===== src/rtl/qdec_pkg.sv =====
// qdec_pkg: shared phase-state constants, direction codes and up-sequence helper for quad_decoder
package qdec_pkg;
  localparam logic [1:0] AB_00 = 2'b00;
  localparam logic [1:0] AB_10 = 2'b10;
  localparam logic [1:0] AB_11 = 2'b11;
  localparam logic [1:0] AB_01 = 2'b01;
  localparam logic DIR_UP = 1'b1;
  localparam logic DIR_DN = 1'b0;
  function automatic logic [1:0] next_up(input logic [1:0] ab);
    return ab == AB_00 ? AB_10 : ab == AB_10 ? AB_11 : ab == AB_11 ? AB_01 : AB_00;
  endfunction
endpackage


===== src/rtl/quad_decoder_if.sv =====
// quad_decoder_if: encoder phases, control and position/status outputs of the quadrature decoder
interface quad_decoder_if #(parameter int WIDTH = 8);
  logic a_in;
  logic b_in;
  logic en;
  logic load;
  logic [WIDTH-1:0] load_val;
  logic err_clr;
  logic [WIDTH-1:0] pos;
  logic step;
  logic dir;
  logic err;
  modport master (output a_in, b_in, en, load, load_val, err_clr, input pos, step, dir, err);
  modport slave (input a_in, b_in, en, load, load_val, err_clr, output pos, step, dir, err);
endinterface


===== src/rtl/qdec_sync.sv =====
// qdec_sync: 2-flop synchronizer for one encoder phase, plus a stability filter when QDEC_FILTER_EN is defined
module qdec_sync #(
`ifdef QDEC_FILTER_EN
  parameter int FILT_LEN = 4
`endif
) (
  input  logic clk,
  input  logic reset,
  input  logic d,
  output logic q
);
  logic s1, s2;
  // two-stage metastability guard on the asynchronous pin
  always_ff @(posedge clk or posedge reset)
    if (reset) {s1, s2} <= 2'b00;
    else {s1, s2} <= {d, s1};
`ifdef QDEC_FILTER_EN
  localparam int CW = $clog2(FILT_LEN + 1);
  logic [CW-1:0] cnt;
  // accept a new level only after it has differed from q for FILT_LEN consecutive cycles
  always_ff @(posedge clk or posedge reset)
    if (reset) begin
      cnt <= '0;
      q <= 1'b0;
    end else if (s2 == q) cnt <= '0;
    else if (cnt == CW'(FILT_LEN - 1)) begin
      cnt <= '0;
      q <= s2;
    end else cnt <= cnt + 1'b1;
`else
  assign q = s2;
`endif
endmodule


===== src/rtl/quad_decoder.sv =====
// quad_decoder: A/B quadrature decoder with step/dir pulses, wrapping position and sticky error (QDEC_FILTER_EN adds glitch filters)
module quad_decoder
  import qdec_pkg::*;
#(
  parameter int WIDTH = 8
`ifdef QDEC_FILTER_EN
  , parameter int FILT_LEN = 4
`endif
) (
  input logic clk,
  input logic reset,
  quad_decoder_if.slave bus
);
  logic a_s, b_s;
  logic [1:0] ab, prev_ab, prime_cnt;
  logic primed, act, is_up, is_dn, is_ill;
`ifdef QDEC_FILTER_EN
  qdec_sync #(.FILT_LEN(FILT_LEN)) u_sync_a (.clk(clk), .reset(reset), .d(bus.a_in), .q(a_s));
  qdec_sync #(.FILT_LEN(FILT_LEN)) u_sync_b (.clk(clk), .reset(reset), .d(bus.b_in), .q(b_s));
`else
  qdec_sync u_sync_a (.clk(clk), .reset(reset), .d(bus.a_in), .q(a_s));
  qdec_sync u_sync_b (.clk(clk), .reset(reset), .d(bus.b_in), .q(b_s));
`endif
  assign ab = {a_s, b_s};
  // classify the phase change against the previous sample
  always_comb begin
    act = primed & bus.en;
    is_up = ab == next_up(prev_ab);
    is_dn = prev_ab == next_up(ab);
    is_ill = (ab != prev_ab) & ~is_up & ~is_dn;
  end
  // priming window, position counter, direction, step pulse and sticky error
  always_ff @(posedge clk or posedge reset)
    if (reset) begin
      bus.pos <= '0;
      bus.step <= 1'b0;
      bus.dir <= DIR_UP;
      bus.err <= 1'b0;
      prev_ab <= AB_00;
      prime_cnt <= 2'd0;
      primed <= 1'b0;
    end else begin
      prev_ab <= ab;
      bus.step <= act & (is_up | is_dn);
      if (act & (is_up | is_dn)) bus.dir <= is_up ? DIR_UP : DIR_DN;
      bus.err <= (act & is_ill) | (bus.err & ~bus.err_clr);
      bus.pos <= bus.load ? bus.load_val : act & is_up ? bus.pos + 1'b1 : act & is_dn ? bus.pos - 1'b1 : bus.pos;
      if (!primed) begin
        prime_cnt <= prime_cnt + 2'd1;
        primed <= prime_cnt == 2'd2;
      end
    end
endmodule


===== src/flat_wrapper.sv =====
// flat-port wrapper written by rule: the top's interface ports become plain ports
module quad_decoder_flat import qdec_pkg::*;
#(
  parameter int WIDTH = 8

)
  (clk, reset, bus_a_in, bus_b_in, bus_en, bus_load, bus_load_val, bus_err_clr, bus_pos, bus_step, bus_dir, bus_err);
  quad_decoder_if #(.WIDTH(WIDTH)) bus_i ();
  input logic clk;
  input logic reset;
  input wire logic [$bits(bus_i.a_in)-1:0] bus_a_in;
  input wire logic [$bits(bus_i.b_in)-1:0] bus_b_in;
  input wire logic [$bits(bus_i.en)-1:0] bus_en;
  input wire logic [$bits(bus_i.load)-1:0] bus_load;
  input wire logic [$bits(bus_i.load_val)-1:0] bus_load_val;
  input wire logic [$bits(bus_i.err_clr)-1:0] bus_err_clr;
  output wire logic [$bits(bus_i.pos)-1:0] bus_pos;
  output wire logic [$bits(bus_i.step)-1:0] bus_step;
  output wire logic [$bits(bus_i.dir)-1:0] bus_dir;
  output wire logic [$bits(bus_i.err)-1:0] bus_err;
  assign bus_i.a_in = bus_a_in;
  assign bus_i.b_in = bus_b_in;
  assign bus_i.en = bus_en;
  assign bus_i.load = bus_load;
  assign bus_i.load_val = bus_load_val;
  assign bus_i.err_clr = bus_err_clr;
  assign bus_pos = bus_i.pos;
  assign bus_step = bus_i.step;
  assign bus_dir = bus_i.dir;
  assign bus_err = bus_i.err;
  quad_decoder #(.WIDTH(WIDTH)) u_core (.clk(clk), .reset(reset), .bus(bus_i));
endmodule

===== config.mk =====
export PLATFORM = sky130hd
export DESIGN_NAME = quad_decoder_flat
export DESIGN_NICKNAME = d
export VERILOG_FILES = /design/src/rtl/qdec_pkg.sv /design/src/rtl/quad_decoder_if.sv /design/src/rtl/qdec_sync.sv /design/src/rtl/quad_decoder.sv /design/src/flat_wrapper.sv
export SDC_FILE = /design/constraint.sdc
export NUM_CORES = 1
export LEC_CHECK = 0
export ABC_AREA = 1
export CAP_MARGIN = 25
export CORE_MARGIN = 3
export CORE_UTILIZATION = 41
export CTS_BUF_LIST = sky130_fd_sc_hd__clkbuf_8
export DETAILED_ROUTE_END_ITERATION = 16
export PLACE_DENSITY = 0.78
export REMOVE_ABC_BUFFERS = 1
export SYNTH_ARGS = -nofsm -noshare
export SYNTH_HDL_FRONTEND = slang
export SYNTH_SLANG_ARGS = --single-unit
export TNS_END_PERCENT = 10

===== constraint.sdc =====
create_clock -name clk -period 2.3 [get_ports clk]
set_clock_uncertainty 0.2 [all_clocks]
set_input_delay 0.46 -clock clk [delete_from_list [all_inputs] [get_ports clk]]
set_output_delay 0.46 -clock clk [all_outputs]
set_load 0.03 [all_outputs]

-- Word-level counts from Yosys, hierarchy flattened
Index checks and enable logic that the tools add are counted.
- add/subtract/negate cells: 3
- equal/unequal tests: 8
- multiplexer cells: 11
- bitwise operators: 13
- reductions and logical operators: 3
- operators by type and width (cell ; number):
    $mux 8 ; 3
    $eq 2x2->1 const B ; 5
    $add 8x1->8 const B ; 1
    $and 1x1->1 ; 8
    $mux 2 ; 4
    $sub 8x1->8 const B ; 1
    $eq 2x2->1 ; 2
    $logic_not 2->1 ; 2
    $mux 1 ; 4
    $not 1->1 ; 3
    $reduce_bool 3->1 ; 1
    $add 2x1->2 const B ; 1
    $ne 2x2->1 ; 1
    $or 1x1->1 ; 2
- register bits after elaboration: 20
- input bits: 15
- output and inout bits: 11
- logic and storage cells: 49

-- Depth between registers and ports, before layout
Gate-level depths: netlist of the first run.
- word-level depth: 10
- gate-level depth with buffers: 13
- depth with buffers taken out: 13

-- Cells and area by module
From an unflattened synthesis of the first run, not the netlist that was laid out.
- cell total of the unflattened synthesis: 164
- area total of the unflattened synthesis: 1243.7 um^2
- by module, submodules not included (module ; times used ; cells each ; area an instance (um^2) ; seq. area each (um^2)):
    quad_decoder ; 1 ; 158 ; 1136.1 ; 401.6
    qdec_sync ; 2 ; 3 ; 53.8 ; 50.0

-- Worst setup path before layout of the first run
OpenSTA, ideal clock, no wires.
- path type: reg-to-reg
- from: reg u_core.u_sync_a.s2 (netlist: u_core.u_sync_a.q)
- to: reg u_core.bus.pos[7]
- setup time: 117 ps
- data arrival time: 1706 ps
- required time: 1983 ps
- setup slack: 276 ps
- stages on the path, launching flop included: 14
- buffers on the path: 0
- clock period less this slack: 2024 ps
- cell sequence: dfrtp_1 -> inv_1 -> nand2_1 -> nand2_1 -> nand3_4 -> ha_1 -> a21oi_1 -> nand2_1 -> nand2_1 -> nand2_1 -> inv_1 -> nand2_1 -> nand3_1 -> nand2_1
- word-level cells in the longest chain between the ends: 7
- elaborated cells on any way between the ends: 13
- those cells by class: 4 x eq/ne; 5 x mux; 2 x bitwise; 2 x reduce/logical
- ends and longest elaborated chain (item ; RTL line ; source):
    from (decl) ; qdec_sync.sv:12 ; logic s1, s2;
    from (signal assigned) ; qdec_sync.sv:16 ; else {s1, s2} <= {d, s1};
    $eq 2x2->1 ; qdec_pkg.sv:10 ; return ab == AB_00 ? AB_10 : ab == AB_10 ? AB_11 : ab == AB_11 ? AB_01 : AB_00;
    $mux 1 ; qdec_pkg.sv:10 ;
    $mux 2 (2 in series) ; qdec_pkg.sv:10 ;
    $eq 2x2->1 ; quad_decoder.sv:29 ; is_dn = prev_ab == next_up(ab);
    $and 1x1->1 ; quad_decoder.sv:47 ; bus.pos <= bus.load ? bus.load_val : act & is_up ? bus.pos + 1'b1 : act & is_dn ? bus.pos - 1'b1 : bus.pos;
    $reduce_bool 3->1 (no source line) ; - ;
    to (signal assigned) ; quad_decoder.sv:47 ;
    to (decl) ; quad_decoder_if.sv:14 ; modport slave (input a_in, b_in, en, load, load_val, err_clr, output pos, step, dir, err);
Parallel ways exist; a longest one is shown, timed or not.
A chain may end at the register's enable or synchronous reset.

-- Worst setup path after layout of the first run
- from: reg u_core.u_sync_a.s2 (netlist: u_core.u_sync_a.q)
- to: reg u_core.bus.pos[6]
Same word-level chain as after synthesis.

==> results.ini, run 1 <==
[timing]
drv_slew=0
fin_ws_ps=143
relSlewSlack=0.794
hold_viol_final=0
tightest_slew_ps=308
period_share=0.938
period_minus_slack_ps=2160
fmax_ghz=0.464
setup_violations=0

[place]
hpwl_um=2130
pre_cts_slack_ps=-233
place.gp.congestion=0.868
placed_cells=218
io_buffers=25

[job]
maxCapViolations=0

[cells_and_area]
syn_to_final_growth_pct=44.1
diodes=0
nets=219
nFillCells=213
final_cell_mix=nand2_1, clkdlybuf4s50_1, inv_1, dfrtp_1, buf_4
drive_above_1_share=0.222
final_cells=225
layout_commonest_cell=nand2_1

[worst_setup_path]
critPathRequiredTime_ps=2300
worstPathArrival_ps=2160
critPathKind=reg -> reg
startpoint_type=register
crit_path_end_kind=register
rrSetupSlack_ps=140
crit_path_max_fanout=6

[clock_network]
clkSlewWorstSetupHoldPaths_ps=80
clockBufferDepth=2
htree_levels=1
numCtsBuffers=3
cts_tree=yes
clk_latency_ps=260
cts_sinks=20
root_buffer=clkbuf_8

[yosys]
yosysSeqAreaShare=0.412
synth_cells=151
synth_warnings=0
ys_types=25
ys_top_cells_by_area=dfrtp_1, nand2_1, ha_1
syn_area_um2=1220
synthDominantCellAreaShare=0.390
synth_largest_area_cell=dfrtp_1
synth_seq_cells=20
avgSynthCellArea_um2=8.07

[route]
drtPass1Iterations=4
final_antenna_net_count=0
vias_per_cell=5.23
drc=0
wire_per_inst_um=13.7
drt_iter0_markers=33
routed_wl_um=3090
num_vias=1177

[floorplan]
core_area_um2=2810
initial_core_util=0.434
fp.dieH_um=60.5
ios=26
dieWidth_um=60.5
die_area_um2=3660
num_rows=19

[grt]
grt_pass1_vias=1080
grt_max_degree=21
gr-total-overflow=0
grt_usage=0.174
grt_antenna_before_repair=0
grt_pass1_wl_um=4650

[status]
outcome=completed

[power]
ir_worst_vdd_v=0.000448
p_leak_nw=0.874
power.density_nw_per_um2=723

[worst_hold_path]
hold_path_class=reg -> reg

==> cell families after synthesis <==
group                    share of synthesized area
adder cells (fa/ha/maj)                     0.0986
AND/OR/NAND/NOR                              0.322
buffers and inverters                       0.0698
AO/OA/AOI/OAI                               0.0616
flip-flops                                   0.412
XOR/XNOR                                    0.0359
==> per-stage QoR <==
step	util	TNS, ps	power (W)	hold slack, ps	area, um2
2_1_floorplan	-	0	0.000690	131	1210
3_3_place_gp	0.568	-719	0.000847	134	1590
3_5_place_dp	0.568	-1100	0.000866	140	1590
4_1_cts	0.593	0	0.00123	159	1660
5_1_grt	0.626	-36.3	0.00134	172	1760
6_report	0.626	0	0.00127	153	1760
==> synthesized netlist by cell type (all sizes together) <==
cell and count:
nor2 6, or2 1, nand3 15, clkinv 1, o21a 1, buf 1, dfrtp 19, nand2 57
a21oi 6, o21ai 4, ha 8, nand4 4, fa 1, o22ai 1, dfstp 1, xor2 3
inv 20, xnor2 2
==> path summary, 6_finish.rpt <==
path,start,to,cells after the start
setup / recovery,u_core.u_sync_a.q,u_core.bus.pos[6],14
max in group asynchronous,reset,u_core.bus.dir,3
hold reg to reg,u_core.u_sync_b.s1,u_core.u_sync_b.q,0
min in group asynchronous,reset,u_core.bus.pos[1],3
hold / removal,u_core.u_sync_b.s1,u_core.u_sync_b.q,0
setup reg to reg,u_core.u_sync_a.q,u_core.bus.pos[6],14
==> registers in the layout, indices dropped and copies added, names as in the netlist <==
| register | cells |
|---|---|
| u_core.bus.dir | 1 |
| u_core.bus.err | 1 |
| u_core.bus.pos | 8 |
| u_core.bus.step | 1 |
| u_core.prev_ab | 2 |
| u_core.prime_cnt | 2 |
| u_core.primed | 1 |
| u_core.u_sync_a.q | 1 |
| u_core.u_sync_a.s1 | 1 |
| u_core.u_sync_b.q | 1 |
| u_core.u_sync_b.s1 | 1 |
==> what timing repair did <==
item	CTS	global route
resized for setup	0	17
hold buffers	0	0
endpoints found under the setup margin	0	4
hold endpoints to repair	0	0
setup buffers	0	3
==> worst max-delay path, cell delays in order, from the launching register on <==
cell and delay (ps):
dfrtp_2 450, inv_1 90, nand2_1 60, nand2_1 120
nand3_4 140, buf_6 170, ha_4 280, nand2_2 60
inv_2 50, nand4_1 100, nand3_1 140, nand2_1 70
nand2_1 50, nand2_1 50, nand3_1 60
==> final cells by class <==
class	count	area, um2	share of cell area
Inverter	21	81.3	0.0463
Timing Repair Buffer	40	373	0.212
Multi-Input combinational cell	109	689	0.392
Tap cell	31	38.8	0.0221
Clock buffer	3	41.3	0.0235
Sequential cell	20	503	0.286
Clock inverter	1	30.0	0.0171
==> metal layers <==
| layer | global-route usage | vias up | part of all wire |
|---|---|---|---|
| met2 | 0.278 | 43 | 0.51 |
| met1 | 0.228 | 559 | 0.41 |
| met5 | 0 | - | 0 |
| met4 | 0.105 | 0 | 0.029 |
| li1 | - | 567 | - |
| met3 | 0.0213 | 8 | 0.053 |
==> report_power, final <==
part / internal (W) / switching (W) / leakage [nW]
combinational: 0.000223 / 0.000268 / 0.610
sequential: 0.000389 / 0.0000383 / 0.228
clock: 0.000232 / 0.000120 / 0.0357
Note: power is estimated with default switching activity, not from simulation.
==> inputs of run 2 (changes only) <==
--- a/config.mk
+++ b/config.mk
@@ -5,7 +5,6 @@
 export SDC_FILE = /design/constraint.sdc
 export NUM_CORES = 1
 export LEC_CHECK = 0
-export ABC_AREA = 1
 export CAP_MARGIN = 25
 export CORE_MARGIN = 3
 export CORE_UTILIZATION = 41
==> results.ini, run 2 <==
[status]
outcome=finished, violations left
failed_checks=setup timing

[cells_and_area]
layout_commonest_cell=buf_4
largest_reg_flops=8
nets=184
diodes=0
drive_above_1_share=0.346
final_cell_mix=buf_4, clkdlybuf4s50_1, dfrtp_1
top_register=u_core.bus.pos
final_cells=189
syn_to_final_growth_pct=62.5
top_regs=u_core.bus.pos (8), u_core.prev_ab (2), u_core.prime_cnt (2)
final_core_util=0.724

[yosys]
synth_top_family_by_area=compound AO/OA/AOI/OAI gates
ys.flop_type=dfrtp_1
syn_area_um2=1130
ys_types=36
netlist_top_cells_count=dfrtp_1, ha_1, nand2_1, mux2i_1
synth_edf_count=0
synth-compound-area-share=0.143
synth_xor_area_frac=0.0927
synth_most_common_cell=dfrtp_1
synthAdderAreaFrac=0.106
synth-simple-area-share=0.116
synthDominantCellAreaShare=0.419
synth_largest_area_cell=dfrtp_1
async_flop_share=1.00
ys_top_cells_by_area=dfrtp_1, ha_1, mux2i_1
synth_warnings=0
synth_seq_cells=20
yosys-mux-area-fraction=0.0618
avgSynthCellArea_um2=10.9
synth_cells=104
yosysSeqAreaShare=0.443

[floorplan]
core_area_um2=2540
die_area_um2=3430
ios=26
initial_core_util=0.445
fp.dieH_um=58.6
dieWidth_um=58.6
num_rows=18

[power]
internal_power_w=0.00101
comb_power_share=0.469
ir_worst_vdd_v=0.000746
p_sw_frac=0.331
power.share.clock=0.239
p_leak_nw=0.800
power.density_nw_per_um2=816
p_sw_w=0.000497
seq_power_share=0.292

[timing]
drv_slew=0
fin_ws_ps=-400
period_minus_slack_ps=2700
fmax_ghz=0.370
relSlewSlack=0.791
hold_viol_final=0
tightest_slew_ps=312
setup_violations=6
period_share=1.17
setup_tns_ps=-1560
rsz0062_at_grt=true

[clock_network]
clockBufferDepth=2
clkSlewWorstSetupHoldPaths_ps=80
cts_sinks=20
htree_levels=1
cts_tree=yes
root_buffer=clkbuf_8
clk_latency_ps=270
numCtsBuffers=3

[worst_setup_path]
rrSetupSlack_ps=-400
slowest_delay_ps=480
worstPathArrival_ps=2640
crit_end=u_core.bus.pos[7]
reg2reg_to=u_core.bus.pos[7]
startpoint_type=register
crit_path_max_fanout=5
crit_path_end_kind=register
crit_buf_inv=2
cp.depth=10
critPathKind=reg -> reg
path_cells=xor2_2 > or3b_4 > buf_6 > ha_4 > o211ai_1 > o21ai_2 > o31a_1 > buf_4 > mux2i_1 > nand3_1
crit_family=simple AND/OR/NAND/NOR gates
crit_path_start=u_core.prev_ab[0]
rr_worst_depth=10
critPathRequiredTime_ps=2240
r2r-start=u_core.prev_ab[0]
slowest_stage=or3b_4

[route]
route.met3.wl_um=152
drt_iter0_markers=17
drc=0
routed_wl_um=2970
wire_per_inst_um=15.7
final_antenna_net_count=0
wl_met1_um=1230
drtPass1Iterations=4
vias_per_cell=5.27
dr_wl_met2_um=1550
num_vias=996
top_layer=met4

[grt]
grt_pass1_vias=1068
grt_max_degree=21
grt_antenna_before_repair=0
gr-total-overflow=0
grt_usage=0.189
grt_pass1_wl_um=4850

[place]
place.gp.congestion=0.748
placed_cells=175
io_buffers=25
hpwl_um=1940
pre_cts_slack_ps=-940

[job]
maxCapViolations=0

[worst_hold_path]
hold-path-cell-count=0
hold_path_class=reg -> reg

run 2: cell types whose count changed after synthesis, sizes merged, moves of 6 or more:
cell | before | now
inv | 20 | 5
mux2i | 0 | 7
o21ai | 4 | 10
nand2 | 57 | 9
nand3 | 15 | 1
run 2: power groups by stage:
| stage | logic (W) | clock network, W | registers, W |
|---|---|---|---|
| 4_1_cts | 0.000626 | 0.000364 | 0.000435 |
| 3_5_place_dp | 0.000529 | 0 | 0.000436 |
| 2_1_floorplan | 0.000241 | 0 | 0.000503 |
| 3_3_place_gp | 0.000508 | 0 | 0.000435 |
| 5_1_grt | 0.000753 | 0.000391 | 0.000445 |
| 6_report | 0.000704 | 0.000359 | 0.000439 |
run 2: repair_timing:
action / 4_1_cts / 5_1_grt
hold buffers: 0 / 0
setup endpoints to repair: 6 / 6
resized for setup: 18 / 8
buffers inserted: 8 / 2
pin swaps: 19 / 12
run 2: worst min path at each step:
stage | from | slack (ps) | end
CTS | u_core.u_sync_a.s1 | 160 | u_core.u_sync_a.q
finish | u_core.u_sync_a.s1 | 160 | u_core.u_sync_a.q
global placement | u_core.u_sync_b.s1 | 140 | u_core.u_sync_b.q
global route | u_core.u_sync_a.s1 | 170 | u_core.u_sync_a.q
floorplan | u_core.u_sync_a.s1 | 130 | u_core.u_sync_a.q
detailed placement | u_core.u_sync_a.s1 | 140 | u_core.u_sync_a.q
run 2: kinds of logic (layout without fill, tap and decap cells):
group | after synthesis | in the layout
compound gates | 26 | 26
simple gates | 22 | 22
flops | 20 | 20
xor+xnor | 12 | 12
fa+ha+maj | 9 | 9
buf+inv | 8 | 63
mux | 7 | 7
run 2: per-stage QoR:
| step | instance area [um2] | power (W) | hold slack [ps] |
|---|---|---|---|
| finish | 1840 | 0.00150 | 156 |
| global route | 1840 | 0.00159 | 166 |
| CTS | 1760 | 0.00142 | 162 |
| detailed placement | 1540 | 0.000966 | 144 |
| global placement | 1540 | 0.000943 | 139 |
| floorplan | 1110 | 0.000744 | 131 |
run 2: metal layers:
| layer | global-route usage | vias up |
|---|---|---|
| met5 | 0 | - |
| met4 | 0.0518 | 0 |
| met1 | 0.224 | 482 |
| met2 | 0.330 | 31 |
| met3 | 0.0592 | 7 |
| li1 | - | 476 |
run 2: area by class of cell:
cell class,count,area [um2]
Sequential cell,20,502
Tap cell,30,37.5
Clock buffer,3,41.3
Clock inverter,1,30.0
Inverter,5,18.8
Timing Repair Buffer,54,482
Fill cell,170,703
Multi-Input combinational cell,76,731
